`src/rtl/sctag_cpx_reqctl.sv`:
```
// Outbound CPX request control: 4-entry packet queue, per-destination credit
// tracking (CPX queue depth 2) and atomic-pair issue sequencing.
module sctag_cpx_reqctl (
  input  logic       rclk,
  input  logic       arst,
  input  logic       pkt_vld,
  input  logic [2:0] pkt_dest,
  input  logic       pkt_atom,
  input  logic [7:0] cpx_sctag_grant_cx,
  output logic [7:0] sctag_cpx_req_cq,
  output logic       sctag_cpx_atom_cq,
  output logic [1:0] sctag_cpx_pkt_ptr,
  output logic       oq_full,
  output logic       reqctl_err
);

  logic [3:0][2:0] fifo_dest_q, fifo_dest_d;
  logic [3:0]      fifo_atom_q, fifo_atom_d;
  logic [1:0]      wr_ptr_q, wr_ptr_d;
  logic [1:0]      rd_ptr_q, rd_ptr_d;
  logic [2:0]      cnt_q, cnt_d;
  logic [7:0][1:0] out_q, out_d;
  logic            pair_q, pair_d;
  logic [2:0]      pair_dest_q, pair_dest_d;
  logic [7:0]      req_q, req_d;
  logic            req_atom_q, req_atom_d;
  logic [1:0]      ptr_q, ptr_d;
  logic            err_q, err_d;

  logic       issue, iss_atom, push, head_atom;
  logic [2:0] iss_dest, head_dest;

  always_comb begin
    fifo_dest_d = fifo_dest_q;
    fifo_atom_d = fifo_atom_q;
    wr_ptr_d    = wr_ptr_q;
    rd_ptr_d    = rd_ptr_q;
    pair_d      = pair_q;
    pair_dest_d = pair_dest_q;
    ptr_d       = ptr_q;
    err_d       = err_q;
    out_d       = out_q;
    issue       = 1'b0;
    iss_atom    = 1'b0;
    iss_dest    = pair_dest_q;
    head_dest   = fifo_dest_q[rd_ptr_q];
    head_atom   = fifo_atom_q[rd_ptr_q];
    push        = pkt_vld && (cnt_q != 3'd4);

    // Second half of a pair is forced out the edge after the first; it always
    // goes to the first half's destination even if its own dest disagrees.
    if (pair_q) begin
      issue  = 1'b1;
      pair_d = 1'b0;
      if (head_dest != pair_dest_q) err_d = 1'b1;
    end else if (cnt_q != 3'd0) begin
      iss_dest = head_dest;
      if (head_atom) begin
        if (cnt_q >= 3'd2 && out_q[head_dest] == 2'd0) begin
          issue       = 1'b1;
          iss_atom    = 1'b1;
          pair_d      = 1'b1;
          pair_dest_d = head_dest;
        end
      end else if (out_q[head_dest] != 2'd2) begin
        issue = 1'b1;
      end
    end

    if (pkt_vld && !push) err_d = 1'b1;

    // Grants are judged against the pre-edge count; a stray grant is ignored.
    for (int d = 0; d < 8; d++) begin
      if (cpx_sctag_grant_cx[d] && out_q[d] == 2'd0) err_d = 1'b1;
      out_d[d] = out_q[d]
               + {1'b0, issue && (iss_dest == 3'(d))}
               - {1'b0, cpx_sctag_grant_cx[d] && (out_q[d] != 2'd0)};
    end

    if (push) begin
      fifo_dest_d[wr_ptr_q] = pkt_dest;
      fifo_atom_d[wr_ptr_q] = pkt_atom;
      wr_ptr_d              = wr_ptr_q + 2'd1;
    end
    if (issue) begin
      rd_ptr_d = rd_ptr_q + 2'd1;
      ptr_d    = rd_ptr_q;
    end
    cnt_d      = cnt_q + {2'b0, push} - {2'b0, issue};
    req_d      = issue ? (8'b1 << iss_dest) : 8'h00;
    req_atom_d = iss_atom;
  end

  always_ff @(posedge rclk or posedge arst) begin
    if (arst) begin
      fifo_dest_q <= '0;
      fifo_atom_q <= '0;
      wr_ptr_q    <= '0;
      rd_ptr_q    <= '0;
      cnt_q       <= '0;
      out_q       <= '0;
      pair_q      <= 1'b0;
      pair_dest_q <= '0;
      req_q       <= '0;
      req_atom_q  <= 1'b0;
      ptr_q       <= '0;
      err_q       <= 1'b0;
    end else begin
      fifo_dest_q <= fifo_dest_d;
      fifo_atom_q <= fifo_atom_d;
      wr_ptr_q    <= wr_ptr_d;
      rd_ptr_q    <= rd_ptr_d;
      cnt_q       <= cnt_d;
      out_q       <= out_d;
      pair_q      <= pair_d;
      pair_dest_q <= pair_dest_d;
      req_q       <= req_d;
      req_atom_q  <= req_atom_d;
      ptr_q       <= ptr_d;
      err_q       <= err_d;
    end
  end

  assign sctag_cpx_req_cq  = req_q;
  assign sctag_cpx_atom_cq = req_atom_q;
  assign sctag_cpx_pkt_ptr = ptr_q;
  assign oq_full           = (cnt_q == 3'd4);
  assign reqctl_err        = err_q;

endmodule

```
`config.mk`:
```
export PLATFORM = sky130hd
export DESIGN_NAME = sctag_cpx_reqctl
export DESIGN_NICKNAME = d
export VERILOG_FILES = /design/src/rtl/sctag_cpx_reqctl.sv
export SDC_FILE = /design/constraint.sdc
export NUM_CORES = 1
export LEC_CHECK = 0
export ABC_AREA = 1
export BUFFER_PORTS_ARGS = -buffer_cell sky130_fd_sc_hd__buf_2
export CAP_MARGIN = 0
export CORE_MARGIN = 2
export CORE_UTILIZATION = 45
export CTS_BUF_LIST = sky130_fd_sc_hd__clkbuf_4
export DETAILED_ROUTE_END_ITERATION = 8
export GPL_ROUTABILITY_DRIVEN = 0
export PLACE_DENSITY = 0.64
export SLEW_MARGIN = 10
export SYNTH_ARGS = -nofsm -noshare
export SYNTH_HDL_FRONTEND = slang
export SYNTH_SLANG_ARGS = --single-unit
```
`constraint.sdc`:
```
create_clock -name rclk -period 4.1 [get_ports rclk]
set_input_delay 0.82 -clock rclk [delete_from_list [all_inputs] [get_ports rclk]]
set_output_delay 0.82 -clock rclk [all_outputs]
set_load 0.03 [all_outputs]
```
==> Yosys cells after proc, flatten, opt, wreduce, memory -nomap -nowiden <==
Index checks and enable logic that the tools add are counted.
{ "totals": {"register_bits": 54, "in_bits": 15, "wordCells": 145} }
{ "classes": {"n_mux": 34, "n_shift": 1, "n_reduce_logical": 52, "addsub": 20, "eq_ne": 11, "n_bitwise": 1, "order_cmp": 5} }
{ "ops": {"columns": ["op", "n"], "rows": [
  ["logical AND 1 bit", 28],
  ["two-way mux 1 bit", 21],
  ["nonzero test 10 bit", 2],
  ["zero test 2 bit", 9],
  ["adder 2 x 1 -> 2 bit", 8],
  ["nonzero test 2 bit", 8],
  ["subtractor 2 x 1 -> 2 bit", 8],
  ["== test 3 bit (second input constant)", 5],
  ["bitwise mux 12 bit", 1],
  ["two-way mux 3 bit", 4],
  ["two-way mux 8 bit", 1],
  ["left shift 1 x 3 -> 8 bit (first input constant)", 1],
  ["binary-select mux 2 bit (select 3 bit)", 1],
  ["binary-select mux 3 bit (select 2 bit)", 1],
  ["demux 3 bit (select 2 bit)", 1],
  ["== test 3 x 2 -> 1 bit (second input constant)", 2],
  ["< comparator 2 x 3 -> 1 bit (second input constant)", 2],
  ["adder 2 x 1 -> 2 bit (second input constant)", 2],
  ["bitwise mux 4 bit", 1],
  ["< comparator 3 x 4 -> 1 bit (second input constant)", 1],
  ["AND reduction 4 bit", 1],
  ["adder 3 x 1 -> 3 bit", 1],
  ["== test 3 x 1 -> 1 bit (second input constant)", 1],
  ["greater-or-equal comparator 3 x 2 -> 1 bit (second input constant)", 1],
  ["other kinds (13)", 13]
]} }

==> Longest topological paths before layout <==
Gate-level depths: netlist (run 1).
{ "depth": {"depth_word": 14, "mapped_depth": 20, "depth_no_buf": 18} }

==> Worst setup path before layout (run 1) <==
OpenSTA, ideal clock, no wires.
{ "synth_timing": {"kind": "flip-flop to flip-flop", "startpoint": "reg rd_ptr_q[1]", "endpoint": "reg cnt_q[2]", "path_stages_with_launch": 20, "setup_slack_ps": 1382, "synth_period_minus_slack_ps": 2718, "arrival_time_ps": 2597, "n_path_buf": 3, "path_cell_list": "dfrtp_1 > buf_2 > inv_2 > nand3_4 > nand2_2 > buf_6 > nor2_1 > o21ai_1 > nand2_1 > nand2_1 > nand2_1 > nand3_4 > nand2_4 > buf_6 > ha_1 > inv_1 > ha_1 > inv_1 > fa_1 > xor2_1"} }
{ "synth_between": {"elab_chain_len": 11} }
{ "synth_rtl": {"columns": ["item", "line_no", "rtl"], "rows": [
  ["start: declaration", "20", "logic [1:0] rd_ptr_q, rd_ptr_d;"],
  ["start signal: assignment", "112", "rd_ptr_q <= rd_ptr_d;"],
  ["binary-select mux 3 bit (select 2 bit)", "46", "head_dest = fifo_dest_q[rd_ptr_q];"],
  ["two-way mux 3 bit (not written as such)", "46", null],
  ["binary-select mux 2 bit (select 3 bit)", "59, 65", null],
  ["two-way mux 2 bit (not written as such)", "59, 65", null],
  ["zero test 2 bit", "59", "if (cnt_q >= 3'd2 && out_q[head_dest] == 2'd0) begin"],
  ["logical AND 1 bit", "59", null],
  ["two-way mux 1 bit", "59", null],
  ["two-way mux 1 bit (*)", "58", "if (head_atom) begin"],
  ["two-way mux 1 bit (*)", "56", "end else if (cnt_q != 3'd0) begin"],
  ["two-way mux 1 bit (*)", "52", "if (pair_q) begin"],
  ["named net issue", "30", "logic issue, iss_atom, push, head_atom;"],
  ["subtractor 3 x 1 -> 3 bit (*)", "89", "cnt_d = cnt_q + {2'b0, push} - {2'b0, issue};"],
  ["named net cnt_d[2]", "21", "logic [2:0] cnt_q, cnt_d;"],
  ["end signal: assignment", "113", "cnt_q <= cnt_d;"],
  ["end: declaration", "21", null]
]} }
The timed path passes the listed nets; every way through them passes the cells marked *. The select of a mux whose other input is x is not followed.
A chain may end at the register's enable or synchronous reset.

==> Worst setup path in the final report (run 1) <==
{ "layout_timing": {"startpoint": "reg rd_ptr_q[0]", "endpoint": "reg cnt_q[2]"} }
{ "layout_between": {"elab_chain_len": 11} }
{ "layout_rtl": {"columns": ["item", "line_no"], "rows": [
  ["binary-select mux 3 bit (select 2 bit)", "46"],
  ["two-way mux 3 bit (not written as such)", "46"],
  ["binary-select mux 2 bit (select 3 bit)", "59, 65"],
  ["two-way mux 2 bit (not written as such)", "59, 65"],
  ["zero test 2 bit", "59"],
  ["logical AND 1 bit", "59"],
  ["two-way mux 1 bit", "59"],
  ["two-way mux 1 bit (*)", "58"],
  ["two-way mux 1 bit (*)", "56"],
  ["two-way mux 1 bit (*)", "52"],
  ["subtractor 3 x 1 -> 3 bit (*)", "89"],
  ["named net cnt_d[2]", "21"]
]} }
Marks and branches as above.

==> results of run 1 <==
==> cells by family (layout without fill, tap and decap cells) <==
kind of cell    Yosys count  count (layout)  synth area share [%]
fa+ha+maj                24              24                  10.3
xor+xnor                 22              22                  6.44
buf+inv                  70             100                  9.45
compound gates           36              36                  6.56
simple gates            148             148                  22.1
flops                    54              54                  45.2
==> layout make-up <==
class | instances | area [um^2] | area share (%)
repair buffers | 28 | 143 | 4.40
flip-flops and latches | 54 | 1350 | 41.7
clock inverters | 1 | 3.75 | 0.116
inverters | 66 | 248 | 7.65
well taps | 77 | 96.3 | 2.98
multi-input cells | 230 | 1360 | 42.0
clock buffers | 5 | 37.5 | 1.16
==> worst min-delay path, delay by kind of cell (launching register included) <==
kind | cells | cell delay [ps]
AO/OA/AOI/OAI | 1 | 60
flip-flops | 1 | 370
AND/OR/NAND/NOR | 1 | 50
==> sequential cells by signal (all words and copies together) (netlist names) <==
register,flops
out_q,16
fifo_dest_q,12
sctag_cpx_req_cq,8
fifo_atom_q,4
cnt_q,3
pair_dest_q,3
rd_ptr_q,2
sctag_cpx_pkt_ptr,2
wr_ptr_q,2
reqctl_err,1
sctag_cpx_atom_cq,1
==> cells in the mapped netlist <==
cell / n / share of area [%]
nor3_1: 6 / 1.0
a21oi_1: 4 / 0.67
buf_6: 2 / 0.75
a221oi_1: 1 / 0.29
nand3_1: 27 / 4.5
buf_4: 1 / 0.25
inv_1: 59 / 7.4
o21a_1: 3 / 0.75
nand3_2: 1 / 0.33
nand2_4: 1 / 0.38
o21ai_0: 25 / 4.2
o21ai_1: 1 / 0.17
fa_1: 1 / 0.67
xnor2_1: 12 / 3.5
nand3_4: 2 / 1.2
nand2_2: 7 / 1.5
inv_2: 7 / 0.88
o21ai_2: 1 / 0.29
xor2_1: 10 / 2.9
buf_2: 1 / 0.17
a31oi_1: 1 / 0.21
nand2_1: 80 / 10
nand3b_1: 1 / 0.25
dfrtp_1: 54 / 45
nor4_1: 1 / 0.21
nor2_1: 22 / 2.8
ha_1: 23 / 9.6
==> how the worst max path moves through the flow <==
stage / slack (ps) / cells past startpoint / end
detailed placement: 1050 / 18 / cnt_q[2]
CTS: 1030 / 18 / cnt_q[2]
global route: 710 / 18 / cnt_q[2]
finish: 1020 / 17 / cnt_q[2]
global placement: 1140 / 17 / cnt_q[2]
floorplan: 1380 / 19 / cnt_q[2]
==> layer usage <==
layer / share of wire, % / global-route usage [%]
met1: 48 / 22.0
met3: 3.0 / 3.18
met5: 0 / 0
met4: 1.4 / 4.76
met2: 48 / 27.3
==> cells in the final DEF, fill, tap and decap left out, types with 2 or more instances in the layout <==
master,count
ha_1,23
clkbuf_4,5
nand3_4,2
o21ai_0,25
inv_2,8
dfrtp_1,54
o21a_1,3
nand2_1,80
xnor2_1,12
buf_2,27
a21oi_1,4
nand2_2,7
xor2_1,10
inv_1,58
nor3_1,6
nor2_1,22
nand3_1,27
==> stage by stage <==
| step | std cells | cell area [um^2] | hold slack [ps] | util, % |
|---|---|---|---|---|
| 2_1_floorplan | 354 | 2990 | 453 | - |
| 4_1_cts | 461 | 3240 | 512 | 50.7 |
| 3_3_place_gp | 455 | 3200 | 474 | 50.1 |
| 6_report | 461 | 3240 | 509 | 50.7 |
| 5_1_grt | 461 | 3240 | 537 | 50.7 |
| 3_5_place_dp | 455 | 3200 | 478 | 50.1 |
==> run_results.csv, run 1 <==
group,metric,value,unit
timing,finalSetupViolCount,0,
detailed_routing,drc,0,
finish,fill_cells,638,
worst_setup_path,path_class,"reg2reg",
grt,grt_pass1_vias,2107,
finish,syn2layout_area_growth,8.19,%
worst_setup_path,cp-startpoint,"rd_ptr_q[0]",
cts,clk_latency,360,ps
worst_setup_path,crit_arrival,3340,ps
cts,cts.repair.resized,0,
grt,grt_pass1_wl,9560,um
timing,tns,0,ps
die,ioPinCount,28,
cts,clock_path_buffers,2,
worst_hold_path,worstHoldPathCells,2,
worst_setup_path,timing.rr.end,"cnt_q[2]",
die,dieHeight,85.6,um
worst_setup_path,crit_buf_inv,3,
synthesis,syn-num-nets,393,
timing,clock-skew-final,5.49,ps
die,start_util,46.9,%
timing,fin_crit_sh,75.0,%
die,die_width,85.6,um
grt,track_usage,16.4,%
grt,antenna_found_initial,0,
finish,finish.net_count,424,
cts,clk_pin_slew_worst_paths,140,ps
cts,hold_buffers,0,
detailed_routing,wl_per_cell,12.2,um
worst_setup_path,end_kind,"flip-flop",
grt,overflow,0,
worst_setup_path,r2r-start,"rd_ptr_q[0]",
flow_run,maxCapViolCount,0,
cts,post-cts-setup-buffers,0,
synthesis,synth_seq_cells,54,
detailed_routing,dr.first_iter.drc_count,93,
worst_setup_path,rr_worst_depth,17,
timing,hold_violations,0,
placed_design,io_buffer_count,27,
timing,timing.final.ws_setup,1020,ps
die,dieArea,0.00732,mm^2
detailed_routing,dr_total_vias,2223,
worst_setup_path,critPathRequiredTime,4370,ps
timing,max_freq,325,MHz
timing,tightest_slew,1030,ps
cts,numCtsBuffers,5,
timing,layout_min_cycle_time,3080,ps
timing,rsz0062_at_grt,"false",
finish,antenna_cells,0,
placed_design,hpwl,4360,um
worst_setup_path,crit_family,"simple AND/OR/NAND/NOR gates",
synthesis,synthCells,354,
worst_setup_path,critPathMaxStageDelay,600,ps
placed_design,pre_cts_slack,1050,ps
worst_setup_path,crit_fanout,14,
worst_setup_path,crit_path_top_delay_cell,"dfrtp_1",
finish,drive_above_1_share,13.8,%
die,rows,29,
worst_setup_path,start_kind,"flip-flop",
die,core,0.00639,mm^2
synthesis,ys_warn_count,0,
worst_hold_path,min_from,"fifo_dest_q[8]",
worst_setup_path,reg2reg_slack,1020,ps
synthesis,synthDistinctLibCells,27,
cts,clock_sinks,54,
worst_setup_path,cp_common_cell,"nand2_1",
cts,h-tree-depth,2,
detailed_routing,finalWirelength,5600,um
timing,slew_viol_final,0,
worst_hold_path,min_delay_worst_endpoint,"fifo_dest_q[8]",
synthesis,synth.avg_cell_area,8.45,um^2
cts,cts_tree,"yes",
timing,max_slew_margin,31.1,%
grt,grt_max_degree,51,
detailed_routing,antenna_left,0,
detailed_routing,via_per_inst,4.82,
synthesis,ys_seq_area_share,45.2,%
status,status,"finished, final reports clean",
detailed_routing,first_pass_iters,4,
synthesis,synthesis.area,0.00299,mm^2
worst_setup_path,crit_chain,"inv_2 > nand2_1 > nand3_2 > nand2_2 > nor2_1 > o21ai_1 > nand2_1 > nand2_1 > nand2_1 > nand3_4 > nand2_4 > ha_1 > inv_1 > ha_1 > inv_1 > fa_1 > xor2_1",
worst_hold_path,hold_path_class,"reg2reg",
cts,root_buffer,"clkbuf_4",
Power of run 1 is left out: the tool's default activity adds up to more than one toggle a clock period on the data nets, which glitch-free logic cannot reach.
==> run 2, diff against run 1 <==
--- a/config.mk
+++ b/config.mk
@@ -13,7 +13,7 @@
 export CTS_BUF_LIST = sky130_fd_sc_hd__clkbuf_4
 export DETAILED_ROUTE_END_ITERATION = 8
 export GPL_ROUTABILITY_DRIVEN = 0
-export PLACE_DENSITY = 0.64
+export PLACE_DENSITY = 0.67
 export SLEW_MARGIN = 10
 export SYNTH_ARGS = -nofsm -noshare
 export SYNTH_HDL_FRONTEND = slang
==> constraint.sdc (replaced) <==
create_clock -name rclk -period 2.75 [get_ports rclk]
set_input_delay 0.55 -clock rclk [delete_from_list [all_inputs] [get_ports rclk]]
set_output_delay 0.55 -clock rclk [all_outputs]
set_load 0.03 [all_outputs]
==> run_results.csv, run 2 (synthesis gave the netlist of run 1 again) <==
group,metric,value,unit
grt,grt_pass1_wl,9770,um
die,core,0.00639,mm^2
timing,tightest_slew,629,ps
detailed_routing,finalWirelength,6460,um
timing,finalHoldWorstSlack,226,ps
die,die_width,85.6,um
finish,final_common_cell,"nand2_1",
grt,overflow,0,
finish,final_area,0.00387,mm^2
cts,root_buffer,"clkbuf_4",
placed_design,io_buffer_count,27,
die,dieArea,0.00732,mm^2
detailed_routing,via_per_inst,4.88,
finish,drive_above_1_share,30.6,%
grt,grt_max_degree,30,
finish,final_cells,485,
worst_hold_path,hold_path_class,"in2async",
timing,clock-skew-final,13.3,ps
grt,track_usage,16.8,%
timing,layout_min_cycle_time,2740,ps
status,status,"finished, final reports clean",
cts,clock_sinks,54,
cts,cts_tree,"yes",
cts,h-tree-depth,2,
finish,top_register,"out_q",
finish,syn2layout_area_growth,29.3,%
placed_design,pre_cts_slack,-73.0,ps
timing,max_freq,365,MHz
worst_setup_path,path_class,"reg2reg",
detailed_routing,first_pass_iters,4,
timing,slew_viol_final,0,
finish,final_cell_mix,"nand2_1, inv_1, dfrtp_1",
grt,grt_pass1_vias,2220,
finish,multi_input_area,0.00173,mm^2
detailed_routing,drc,0,
worst_setup_path,start_kind,"flip-flop",
timing,timing.final.ws_setup,13.5,ps
cts,hold_buffers,0,
finish,finish.net_count,446,
die,rows,29,
cts,clk_pin_slew_worst_paths,160,ps
die,ioPinCount,28,
worst_setup_path,crit_fanout,7,
worst_setup_path,critPathRequiredTime,3060,ps
timing,finalSetupViolCount,0,
cts,clk_latency,370,ps
timing,fin_crit_sh,99.5,%
flow_run,maxCapViolCount,0,
detailed_routing,dr_total_vias,2367,
worst_setup_path,crit_arrival,3040,ps
cts,clock_path_buffers,2,
finish,regArea,0.00135,mm^2
detailed_routing,wl_per_cell,13.3,um
cts,numCtsBuffers,5,
worst_setup_path,end_kind,"flip-flop",
finish,antenna_cells,0,
finish,largest_register_ffs,16,
placed_design,hpwl,4520,um
timing,hold_violations,0,
finish,fill_cells,530,
timing,rsz0062_at_grt,"true",
detailed_routing,dr.first_iter.drc_count,144,
timing,max_slew_margin,58.0,%
die,dieHeight,85.6,um
placed_design,dp_cells,463,
detailed_routing,antenna_left,0,
placed_design,post_dp_cell_area,0.00327,mm^2
die,start_util,46.9,%
grt,antenna_found_initial,0,
run 2: through the flow:
step | utilization [%] | TNS, ps
2_1_floorplan | - | 0
3_3_place_gp | 51.2 | -52.8
3_5_place_dp | 51.2 | -336
4_1_cts | 53.2 | 0
5_1_grt | 60.6 | -1190
6_report | 60.6 | 0
run 2: repair_timing:
| action | CTS | global route |
|---|---|---|
| pin swaps | 1 | 31 |
| endpoints found under the hold margin | 0 | 0 |
| buffers inserted | 3 | 9 |
| gates resized for setup | 3 | 75 |
| cloned | 0 | 2 |
| setup endpoints to repair | 9 | 10 |
run 2: layout make-up:
type	count	share of cell area, %
Clock buffer	5	0.970
Clock inverter	3	1.65
Sequential cell	54	35.0
Multi-Input combinational cell	232	44.8
Tap cell	77	2.49
Inverter	66	6.47
Timing Repair Buffer	48	8.67
run 2: critical path, cell delays in order (launching register included):
cell      delay, ps
dfrtp_2         500
inv_4           120
nand2_4          60
nand3_4         130
buf_6           130
nand3b_1         80
nand3_1          90
nand3_1         100
nand2_2          90
nand2_2          60
nand2_2          90
nand3_4          80
nand2_4         100
buf_12          160
nand2_4          60
ha_4            250
inv_1            30
ha_1            180
xnor2_1         190
xor2_1          160
run 2: path summary, 6_finish.rpt:
check / end / startpoint / cells after the start / slack, ps
max: out_q[9] / rd_ptr_q[0] / 19 / 10
min: sctag_cpx_pkt_ptr[1] / arst / 2 / 230
min in group rclk: fifo_dest_q[11] / pkt_dest[2] / 3 / 460
min reg2reg: fifo_dest_q[7] / fifo_dest_q[7] / 2 / 510
max reg2reg: out_q[9] / rd_ptr_q[0] / 19 / 10
max in group asynchronous: out_q[14] / arst / 3 / 1960
run 2: per-layer routing:
metal  routed length (um)  vias to the layer above  share of wire [%]  global-route usage (%)
met4                   65                        0                1.0                    3.32
met3                  213                        9                3.3                    2.89
li1                     -                     1206                  -                       -
met5                    0                        -                  0                       0
met2                 3360                       45                 52                    30.7
met1                 2820                     1107                 44                    20.8
Power of run 2 is left out for the same reason.
